$ cat config.mk
export PLATFORM = sky130hd
export DESIGN_NAME = and_tree_rr_sched
export DESIGN_NICKNAME = d
export VERILOG_FILES = /design/src/rtl/and_tree_pkg.sv /design/src/rtl/and_tree_red.sv /design/src/rtl/and_tree_rr_sched.sv
export SDC_FILE = /design/constraint.sdc
export NUM_CORES = 1
export LEC_CHECK = 0
export CAP_MARGIN = 20
export CORE_ASPECT_RATIO = 1.1
export CORE_MARGIN = 2
export CORE_UTILIZATION = 40
export DETAILED_ROUTE_END_ITERATION = 10
export PLACE_DENSITY = 0.77
export SKIP_LAST_GASP = 1
export SLEW_MARGIN = 25
export SYNTH_ARGS = -nofsm -noshare
export SYNTH_HDL_FRONTEND = slang
export SYNTH_SLANG_ARGS = --single-unit
export TNS_END_PERCENT = 30
$ cat constraint.sdc
create_clock -name clk -period 1.9 [get_ports clk]
set_input_delay 0.38 -clock clk [delete_from_list [all_inputs] [get_ports clk]]
set_output_delay 0.38 -clock clk [all_outputs]
set_load 0.02 [all_outputs]
$ cat src/rtl/and_tree_pkg.sv
// Shared definitions for the round-robin AND-tree scheduler.
// FSM encodings and the id-width helper.
package and_tree_pkg;

  typedef logic [1:0] state_t;

  localparam state_t S_IDLE = 2'd0;
  localparam state_t S_BUSY = 2'd1;
  localparam state_t S_OUT  = 2'd2;

  // Width of a requester index; a lone bit even for two requesters.
  function automatic int id_w(input int n);
    return (n <= 2) ? 1 : $clog2(n);
  endfunction

endpackage

$ cat src/rtl/and_tree_red.sv
// Balanced combinational AND-reduction tree.
// One level per halving, log2(WIDTH) levels deep.
module and_tree_red #(
  parameter int WIDTH = 8
) (
  input  logic [WIDTH-1:0] din,
  output logic             dout
);

  localparam int LVLS = $clog2(WIDTH);

  for (genvar k = 0; k <= LVLS; k++) begin : lv
    logic [(WIDTH>>k)-1:0] v;
    if (k == 0) begin : g_leaf
      assign v = din;
    end else begin : g_node
      for (genvar j = 0; j < (WIDTH >> k); j++) begin : g_and
        assign v[j] = lv[k-1].v[2*j] & lv[k-1].v[2*j+1];
      end
    end
  end

  assign dout = lv[LVLS].v[0];

endmodule

$ cat src/rtl/and_tree_rr_sched.sv
// Round-robin packet scheduler in front of a shared AND tree.
// Grant is locked per packet; one registered result per packet.
module and_tree_rr_sched
  import and_tree_pkg::*;
#(
  parameter int NREQ  = 4,
  parameter int WIDTH = 8,
  parameter int CNTW  = 8
) (
  input  logic                    clk,
  input  logic                    rst,
  input  logic [NREQ-1:0]         req_valid,
  output logic [NREQ-1:0]         req_ready,
  input  logic [NREQ*WIDTH-1:0]   req_data,
  input  logic [NREQ-1:0]         req_last,
  output logic                    res_valid,
  input  logic                    res_ready,
  output logic                    res_data,
  output logic [id_w(NREQ)-1:0]   res_id,
  output logic [CNTW-1:0]         res_beats,
  output logic                    busy
);

  localparam int IDW = id_w(NREQ);

  state_t          state;
  logic [IDW-1:0]  ptr;
  logic [IDW-1:0]  ptr_nx;
  logic [IDW-1:0]  gnt;
  logic [IDW-1:0]  pick;
  logic            acc;
  logic            acc_nx;
  logic [CNTW-1:0] cnt;
  logic [CNTW-1:0] cnt_nx;
  logic [WIDTH-1:0] beat;
  logic            valid_g;
  logic            last_g;
  logic            red;
  logic            take;

  // First valid requester at or above p, wrapping modulo NREQ.
  function automatic logic [IDW-1:0] rr_pick(
    input logic [NREQ-1:0] v,
    input logic [IDW-1:0]  p
  );
    logic [IDW-1:0] r;
    logic           hit;
    int             idx;
    r   = '0;
    hit = 1'b0;
    for (int k = 0; k < NREQ; k++) begin
      idx = (int'(p) + k) % NREQ;
      if (!hit && v[idx]) begin
        r   = IDW'(idx);
        hit = 1'b1;
      end
    end
    return r;
  endfunction

  assign pick = rr_pick(req_valid, ptr);

  always_comb begin
    beat    = '0;
    valid_g = 1'b0;
    last_g  = 1'b0;
    for (int i = 0; i < NREQ; i++) begin
      if (gnt == IDW'(i)) begin
        beat    = req_data[i*WIDTH +: WIDTH];
        valid_g = req_valid[i];
        last_g  = req_last[i];
      end
    end
  end

  always_comb begin
    req_ready = '0;
    for (int i = 0; i < NREQ; i++) begin
      req_ready[i] = (state == S_BUSY) && (gnt == IDW'(i));
    end
  end

  and_tree_red #(
    .WIDTH(WIDTH)
  ) u_red (
    .din (beat),
    .dout(red)
  );

  assign take   = (state == S_BUSY) && valid_g;
  assign acc_nx = acc & red;
  assign cnt_nx = (&cnt) ? cnt : cnt + 1'b1;
  assign ptr_nx = (gnt == IDW'(NREQ-1)) ? '0 : gnt + 1'b1;
  assign busy   = (state != S_IDLE);

  always_ff @(posedge clk) begin
    if (rst) begin
      state     <= S_IDLE;
      ptr       <= '0;
      gnt       <= '0;
      acc       <= 1'b1;
      cnt       <= '0;
      res_valid <= 1'b0;
      res_data  <= 1'b0;
      res_id    <= '0;
      res_beats <= '0;
    end else begin
      unique case (1'b1)
        (state == S_IDLE): begin
          if (|req_valid) begin
            gnt   <= pick;
            acc   <= 1'b1;
            cnt   <= '0;
            state <= S_BUSY;
          end
        end
        (state == S_BUSY): begin
          if (take) begin
            acc <= acc_nx;
            cnt <= cnt_nx;
            if (last_g) begin
              res_data  <= acc_nx;
              res_id    <= gnt;
              res_beats <= cnt_nx;
              res_valid <= 1'b1;
              ptr       <= ptr_nx;
              state     <= S_OUT;
            end
          end
        end
        (state == S_OUT): begin
          if (res_ready) begin
            res_valid <= 1'b0;
            state     <= S_IDLE;
          end
        end
        default: state <= S_IDLE;
      endcase
    end
  end

endmodule

Word-level counts from Yosys, hierarchy flattened
Index checks and enable logic that the tools add are counted.
{"block": "word_totals", "register_bits": 27, "latchBits": 0, "mem_bits_rw": 0, "mem_bits_ro": 0, "inputBits": 43, "output_inout_bits": 17, "elab_cells": 111, "mem_count": 0}
{"block": "op_classes", "add_sub_neg": 5, "n_mul": 0, "div_mod_pow": 0, "magnitude_cmp": 4, "eq_ne": 9, "shifts": 0, "mux": 47, "n_bitwise": 11, "reduce_logical": 26}
{"cell": "8-bit two-way mux", "count": 7}
{"cell": "1-bit two-way mux", "count": 23}
{"cell": "2-bit two-way mux", "count": 9}
{"cell": "8-bit case mux with 2 select lines", "count": 1}
{"cell": "3-bit by 4-bit less-than comparator with 1-bit output, second input constant", "count": 3}
{"cell": "8-bit by 1-bit adder with 8-bit output, second input constant", "count": 1}
{"cell": "1-bit bitwise AND", "count": 8}
{"cell": "1-bit binary-select mux with 2-bit select", "count": 4}
{"cell": "1-bit logical AND", "count": 8}
{"cell": "4-bit AND reduction", "count": 2}
{"cell": "8-bit AND reduction", "count": 1}
{"cell": "2-bit == test, second input constant", "count": 3}
{"cell": "2-bit != test, second input constant", "count": 3}
{"cell": "2-bit case mux with 3 select lines", "count": 1}
{"cell": "3-bit AND reduction", "count": 2}
{"cell": "2-bit nonzero test", "count": 3}
{"cell": "2-bit OR reduction", "count": 3}
{"cell": "2-bit by 1-bit adder with 2-bit output, second input constant", "count": 2}
{"cell": "2-bit adder, second input constant", "count": 2}
{"cell": "2-bit by 1-bit == test with 1-bit output, second input constant", "count": 2}
{"cell": "2-bit zero test", "count": 2}
{"cell": "1-bit case mux with 2 select lines", "count": 2}
{"cell": "4-bit OR reduction", "count": 1}
{"cell": "1-bit bitwise AND, first input constant", "count": 3}
{"cell": "other kinds (4)", "count": 6}

Logic depth before layout (Yosys ltp)
{"block": "depth", "ltp_word": 14, "depth_mapped": 8, "mapped_depth_nobuf": 7}

By module
From an unflattened synthesis, not the netlist that was laid out.
{"block": "hier_totals", "cells_unflattened": 226, "area_unflattened_um2": 1784.2}
{"mod": "and_tree_rr_sched", "instances": 1, "cells_per_inst": 223, "area_per_inst_um2": 1767.9, "seq_area_each_um2": 540.5}
{"mod": "and_tree_red", "instances": 1, "cells_per_inst": 3, "area_per_inst_um2": 16.3, "seq_area_each_um2": 0.0}

Worst setup path after synthesis
Ideal clock, no wire load.
{"block": "synth_path", "path_kind": "reg2reg", "start": "reg gnt[1]", "end": "reg res_data", "setup_ps": 117, "t_arrival_ps": 1821, "t_required_ps": 1783, "path_slack_ps": -38, "stages_incl_launch_ff": 8, "n_path_buf": 1, "period_less_slack_ps": 1938, "path_cell_list": "dfxtp_1 > inv_1 > ha_1 > nand3b_1 > a211oi_4 > nand3_4 > buf_2 > a32o_1"}
{"block": "synth_between", "elab_chain_len": 9, "elab_cells_between_ends": 26, "cone_classes": "eq/ne: 3; mux: 12; bitwise: 8; reduce/logical: 3"}
{"item": "start: declaration", "line_no": "and_tree_rr_sched.sv:29", "source": "logic [IDW-1:0] gnt;"}
{"item": "start signal: assignment", "line_no": "and_tree_rr_sched.sv:111", "source": "gnt <= pick;"}
{"item": "2-bit zero test", "line_no": "and_tree_rr_sched.sv:68", "source": "if (gnt == IDW'(i)) begin"}
{"item": "8-bit two-way mux (4 in a row)", "line_no": "and_tree_rr_sched.sv:68"}
{"item": "1-bit bitwise AND (3 in a row)", "line_no": "and_tree_red.sv:18", "source": "assign v[j] = lv[k-1].v[2*j] & lv[k-1].v[2*j+1];"}
{"item": "1-bit bitwise AND", "line_no": "and_tree_rr_sched.sv:91", "source": "assign acc_nx = acc & red;"}
{"item": "end signal: assignment", "line_no": "and_tree_rr_sched.sv:122", "source": "res_data <= acc_nx;"}
{"item": "end: declaration", "line_no": "and_tree_rr_sched.sv:18", "source": "output logic res_data,"}
Parallel ways exist; a longest one is shown, timed or not.
A chain may end at the register's enable or synchronous reset.

Worst setup path in the final report
{"block": "layout_path", "start": "reg gnt[0]", "end": "reg cnt[3]"}
{"block": "layout_between", "elab_chain_len": 8, "elab_cells_between_ends": 11, "cone_classes": "eq/ne: 4; mux: 4; reduce/logical: 3"}
{"item": "2-bit zero test", "line_no": "and_tree_rr_sched.sv:68"}
{"item": "1-bit two-way mux (3 in a row)", "line_no": "and_tree_rr_sched.sv:68"}
{"item": "1-bit two-way mux *", "line_no": "and_tree_rr_sched.sv:68"}
{"item": "1-bit logical AND *", "line_no": "and_tree_rr_sched.sv:90", "source": "assign take = (state == S_BUSY) && valid_g;"}
{"item": "2-bit != test (no source line) *"}
{"item": "3-bit AND reduction (no source line) *"}
{"item": "end signal: assignment", "line_no": "and_tree_rr_sched.sv:120", "source": "cnt <= cnt_nx;"}
{"item": "end: declaration", "line_no": "and_tree_rr_sched.sv:33", "source": "logic [CNTW-1:0] cnt;"}
Mark *: on every way between the ends. The rest lies on a longest branch, timed or not.

==> run_summary.xml <==
<?xml version="1.0" encoding="UTF-8"?>
<metrics>
  <group name="run_status">
    <metric name="outcome" unit="">finished with violations</metric>
    <metric name="failing_checks" unit="">negative setup slack</metric>
  </group>
  <group name="critical_path">
    <metric name="critPathTopFamily" unit="">compound AO/OA/AOI/OAI gates</metric>
    <metric name="worstSetupEndpointType" unit="">register</metric>
    <metric name="path_buf_inv" unit="">3</metric>
    <metric name="critical_path_cell_sequence" unit="">buf_6, ha_4, buf_4, a211oi_4, a211o_1, o21ai_2, buf_4, a311oi_2</metric>
    <metric name="critical_path.max_stage_delay" unit="ps">380</metric>
    <metric name="reg2reg_from" unit="">gnt[0]</metric>
    <metric name="crit_path_top_delay_cell" unit="">dfxtp_4</metric>
    <metric name="cp_common_cell" unit="">buf_4</metric>
    <metric name="timing.critical_path.from_type" unit="">register</metric>
    <metric name="reg2reg_slack" unit="ps">-60</metric>
    <metric name="worst-endpoint-arrival" unit="ps">2140</metric>
    <metric name="cp_data_required_time" unit="ps">2090</metric>
    <metric name="critPathMaxFanout" unit="">6</metric>
    <metric name="worst-setup-path-type" unit="">register to register</metric>
    <metric name="cp-startpoint" unit="">gnt[0]</metric>
  </group>
  <group name="hold_path">
    <metric name="hp-class" unit="">register to register</metric>
    <metric name="holdCritStartpoint" unit="">res_beats[7]</metric>
  </group>
  <group name="placed_design">
    <metric name="detailedPlacementHpwl" unit="mm">3.510</metric>
    <metric name="finalWeightedCongestion" unit="">0.9188</metric>
    <metric name="worst_setup_timing_slack_at_the_placement_stage" unit="ps">-229.5</metric>
    <metric name="portBuffers" unit="">59</metric>
    <metric name="placement.cell_area" unit="um^2">2436</metric>
  </group>
  <group name="power">
    <metric name="power_density" unit="nW/um^2">559.1</metric>
    <metric name="total_leakage_power" unit="uW">0.001009</metric>
    <metric name="ir_drop" unit="mV">0.4443</metric>
  </group>
  <group name="cts">
    <metric name="cts.htree.levels" unit="">1</metric>
    <metric name="worstSkewPairLatency" unit="ps">280</metric>
    <metric name="root_buffer" unit="">clkbuf_8</metric>
    <metric name="ctsLongestPathBuffers" unit="">2</metric>
    <metric name="clock_slew_at_reported_path_ffs" unit="ps">100</metric>
    <metric name="tritoncts" unit="">built</metric>
    <metric name="number_of_buffers_inserted_during_clock_tree_synthesis" unit="">3</metric>
    <metric name="numClockSinks" unit="">27</metric>
    <metric name="ctsHoldBuffers" unit="">0</metric>
  </group>
  <group name="drt">
    <metric name="met2WireLength" unit="mm">2.326</metric>
    <metric name="drt-wirelength-per-cell" unit="um">13.96</metric>
    <metric name="wirelength_met1" unit="mm">1.996</metric>
    <metric name="met3RoutedLength" unit="um">284</metric>
    <metric name="detailed_route_via_count" unit="">1763</metric>
    <metric name="length_of_the_first_detailed_routing_pass_in_iterations" unit="">4</metric>
    <metric name="detail_route.wirelength" unit="mm">4.664</metric>
    <metric name="number_of_nets_still_failing_antenna_checks_after_routing" unit="">0</metric>
    <metric name="post_drt_via_cell_ratio" unit="">5.278</metric>
    <metric name="topRoutingLayerUsed" unit="">met4</metric>
    <metric name="drc_violation_total_after_the_first_tritonroute_iteration" unit="">74</metric>
    <metric name="drc" unit="">0</metric>
  </group>
  <group name="logic_synthesis">
    <metric name="synth_edf_count" unit="">0</metric>
    <metric name="syn-cell-area" unit="um^2">1585</metric>
    <metric name="yosys_register_bits" unit="">27</metric>
    <metric name="syn_nets" unit="">242</metric>
    <metric name="synth_seq_area_share" unit="%">34.10</metric>
    <metric name="postSynth.topFlopCell" unit="">dfxtp_1</metric>
    <metric name="async_reset_ff_share" unit="%">0</metric>
    <metric name="yosys.cell_types.count" unit="">47</metric>
    <metric name="syn_area_per_cell" unit="um^2">8.171</metric>
    <metric name="synthesis.yosys.warnings" unit="">0</metric>
    <metric name="postSynthCellCount" unit="">194</metric>
  </group>
  <group name="timing">
    <metric name="finalCritPeriodShare" unit="%">103.0</metric>
    <metric name="timing.final.setup_violations" unit="">7</metric>
    <metric name="worst_slew_pin_slew" unit="ps">553.5</metric>
    <metric name="slew_headroom" unit="%">62.88</metric>
    <metric name="setup_repair_after_global_routing_missed_its_margin" unit="">true</metric>
    <metric name="fin_crit" unit="ps">1958</metric>
    <metric name="timing.final.ws_setup" unit="ps">-57.59</metric>
    <metric name="hold_ws" unit="ps">464.5</metric>
    <metric name="final_slew_violations" unit="">0</metric>
    <metric name="hold_viol" unit="">0</metric>
    <metric name="fin_skew" unit="ps">7.608</metric>
    <metric name="fmax" unit="MHz">510.8</metric>
  </group>
  <group name="global_route">
    <metric name="grt_overflow" unit="">0</metric>
    <metric name="gr-usage-all-layers" unit="%">21.04</metric>
    <metric name="grt_pass1_vias" unit="">1707</metric>
    <metric name="grt_first_pass_wirelength" unit="mm">7.576</metric>
    <metric name="grt_antenna_before_repair" unit="">0</metric>
    <metric name="maximum_number_of_pins_on_one_net_before_global_route_repair" unit="">24</metric>
  </group>
  <group name="layout">
    <metric name="layout_overhead_on_the_synthesized_area" unit="%">65.27</metric>
    <metric name="final.fill_count" unit="">322</metric>
    <metric name="proportion_of_layout_cells_with_a_drive_suffix_above_1" unit="%">22.70</metric>
    <metric name="finished_cell_area" unit="um^2">2620</metric>
    <metric name="nets_final" unit="">331</metric>
    <metric name="antenna_cells_inserted" unit="">0</metric>
  </group>
  <group name="die">
    <metric name="die_w" unit="um">64.03</metric>
    <metric name="coreArea" unit="um^2">3874</metric>
    <metric name="io_pins" unit="">60</metric>
    <metric name="initial_core_util" unit="%">40.92</metric>
    <metric name="dieHeight" unit="um">70.03</metric>
    <metric name="die-area" unit="um^2">4483</metric>
    <metric name="row_count" unit="">24</metric>
  </group>
  <group name="run">
    <metric name="cap_viol_max_count" unit="">0</metric>
  </group>
</metrics>
-- kinds of logic (layout without fill, tap and decap cells) --
group	after synthesis	after routing	share of synthesized area (%)
AOI/OAI and AO/OA	44	44	19.89
DFF	27	27	34.10
buffers and inverters	16	104	3.946
xor gates and xnor gates	3	3	1.658
adders and majority gates	5	5	3.946
muxes	11	11	7.104
and+or+nand+nor	88	88	29.36
-- cell usage in the layout (no fill, tap or decap), types with 3 or more instances in the layout --
| cell type | count |
|---|---|
| nand3b_1 | 3 |
| ha_4 | 4 |
| xnor2_1 | 3 |
| nand2_1 | 19 |
| dfxtp_1 | 25 |
| nor2_1 | 20 |
| a211o_1 | 3 |
| and2_1 | 5 |
| a211oi_1 | 3 |
| nand3_1 | 6 |
| mux2i_1 | 9 |
| nand2b_1 | 3 |
| buf_4 | 29 |
| nor3_1 | 7 |
| clkdlybuf4s50_1 | 55 |
| a21oi_1 | 15 |
| clkbuf_8 | 3 |
| nor3b_1 | 4 |
| o21ai_0 | 4 |
| inv_1 | 8 |
| nor2b_1 | 3 |
| nand4_1 | 6 |
-- layout make-up --
type	count	area [um^2]	share of cell area [%]
Clock buffer	3	41.29	1.576
Timing Repair Buffer	90	830.8	31.71
Multi-Input combinational cell	151	1092	41.69
Inverter	10	37.54	1.433
Sequential cell	27	545.5	20.82
Tap cell	52	65.06	2.483
Clock inverter	1	7.507	0.2865
-- metrics by stage --
stage | setup TNS [ps] | util [%] | total power [uW] | cells
after floorplan | 0 | - | 839.6 | 194
final | -152.4 | 67.64 | 1465 | 334
after global routing | -1926 | 67.64 | 1536 | 334
after global placement | -1962 | 62.89 | 1080 | 328
after detailed placement | -2598 | 62.89 | 1086 | 328
after CTS | -55.16 | 65.41 | 1432 | 333
-- Yosys cell counts, drive strengths merged (2+ instances only) --
library cell,instances,area (um^2)
o2111ai,2,17.52
o21ai,5,28.78
o32ai,2,17.52
a211oi,6,62.56
nor3,7,35.03
nor2,21,81.33
inv,10,37.54
or2,2,12.51
mux2i,9,90.09
dfxtp,27,540.5
clkbuf,3,11.26
mux2,2,22.52
nand3b,3,22.52
ha,5,62.56
and2,5,31.28
nor2b,4,25.02
nand2b,3,18.77
nand4,6,37.54
a21oi,16,80.08
nand2,19,71.32
nor3b,4,30.03
nand3,7,47.55
xnor2,3,26.28
o22ai,2,12.51
buf,3,13.76
a211o,3,26.28
-- flip-flops by register name, indices dropped and copies added (netlist names) --
name / flops
res_data: 1
res_valid: 1
gnt: 2
cnt: 8
state: 2
res_id: 2
ptr: 2
res_beats: 8
acc: 1
-- final timing paths --
kind                                     end  cells past startpoint
worst max-delay path                  cnt[3]                      8
worst min-delay path            res_beats[7]                      2
worst max register to register        cnt[3]                      8
worst min register to register  res_beats[7]                      2
-- what timing repair did --
| action | CTS | global route |
|---|---|---|
| gates cloned | 0 | 0 |
| gates resized for setup | 20 | 14 |
| hold endpoints to repair | 0 | 0 |
| setup buffers | 1 | 1 |
| endpoints found under the setup margin | 24 | 25 |
| pin swaps | 3 | 8 |
-- report_power, final --
group / switching, uW / total (uW) / internal [uW]
combinational: 233 / 518 / 285
clock: 188 / 337 / 149
sequential: 21.0 / 610 / 589
total: 441 / 1460 / 1020
-- metal layers --
layer  global-route usage (%)  up-vias
met5                        0        -
met4                    5.556        0
met3                    4.992        6
met2                    36.69       57
met1                    25.66      823
li1                         -      877
-- worst reg2reg max path, cell delays in order (launching register included) --
cell,delay [ps]
dfxtp_4,380
buf_6,120
ha_4,160
buf_4,140
a211oi_4,250
a211o_1,280
o21ai_2,90
buf_4,170
a311oi_2,270
Note: power is estimated with default switching activity, not from simulation.
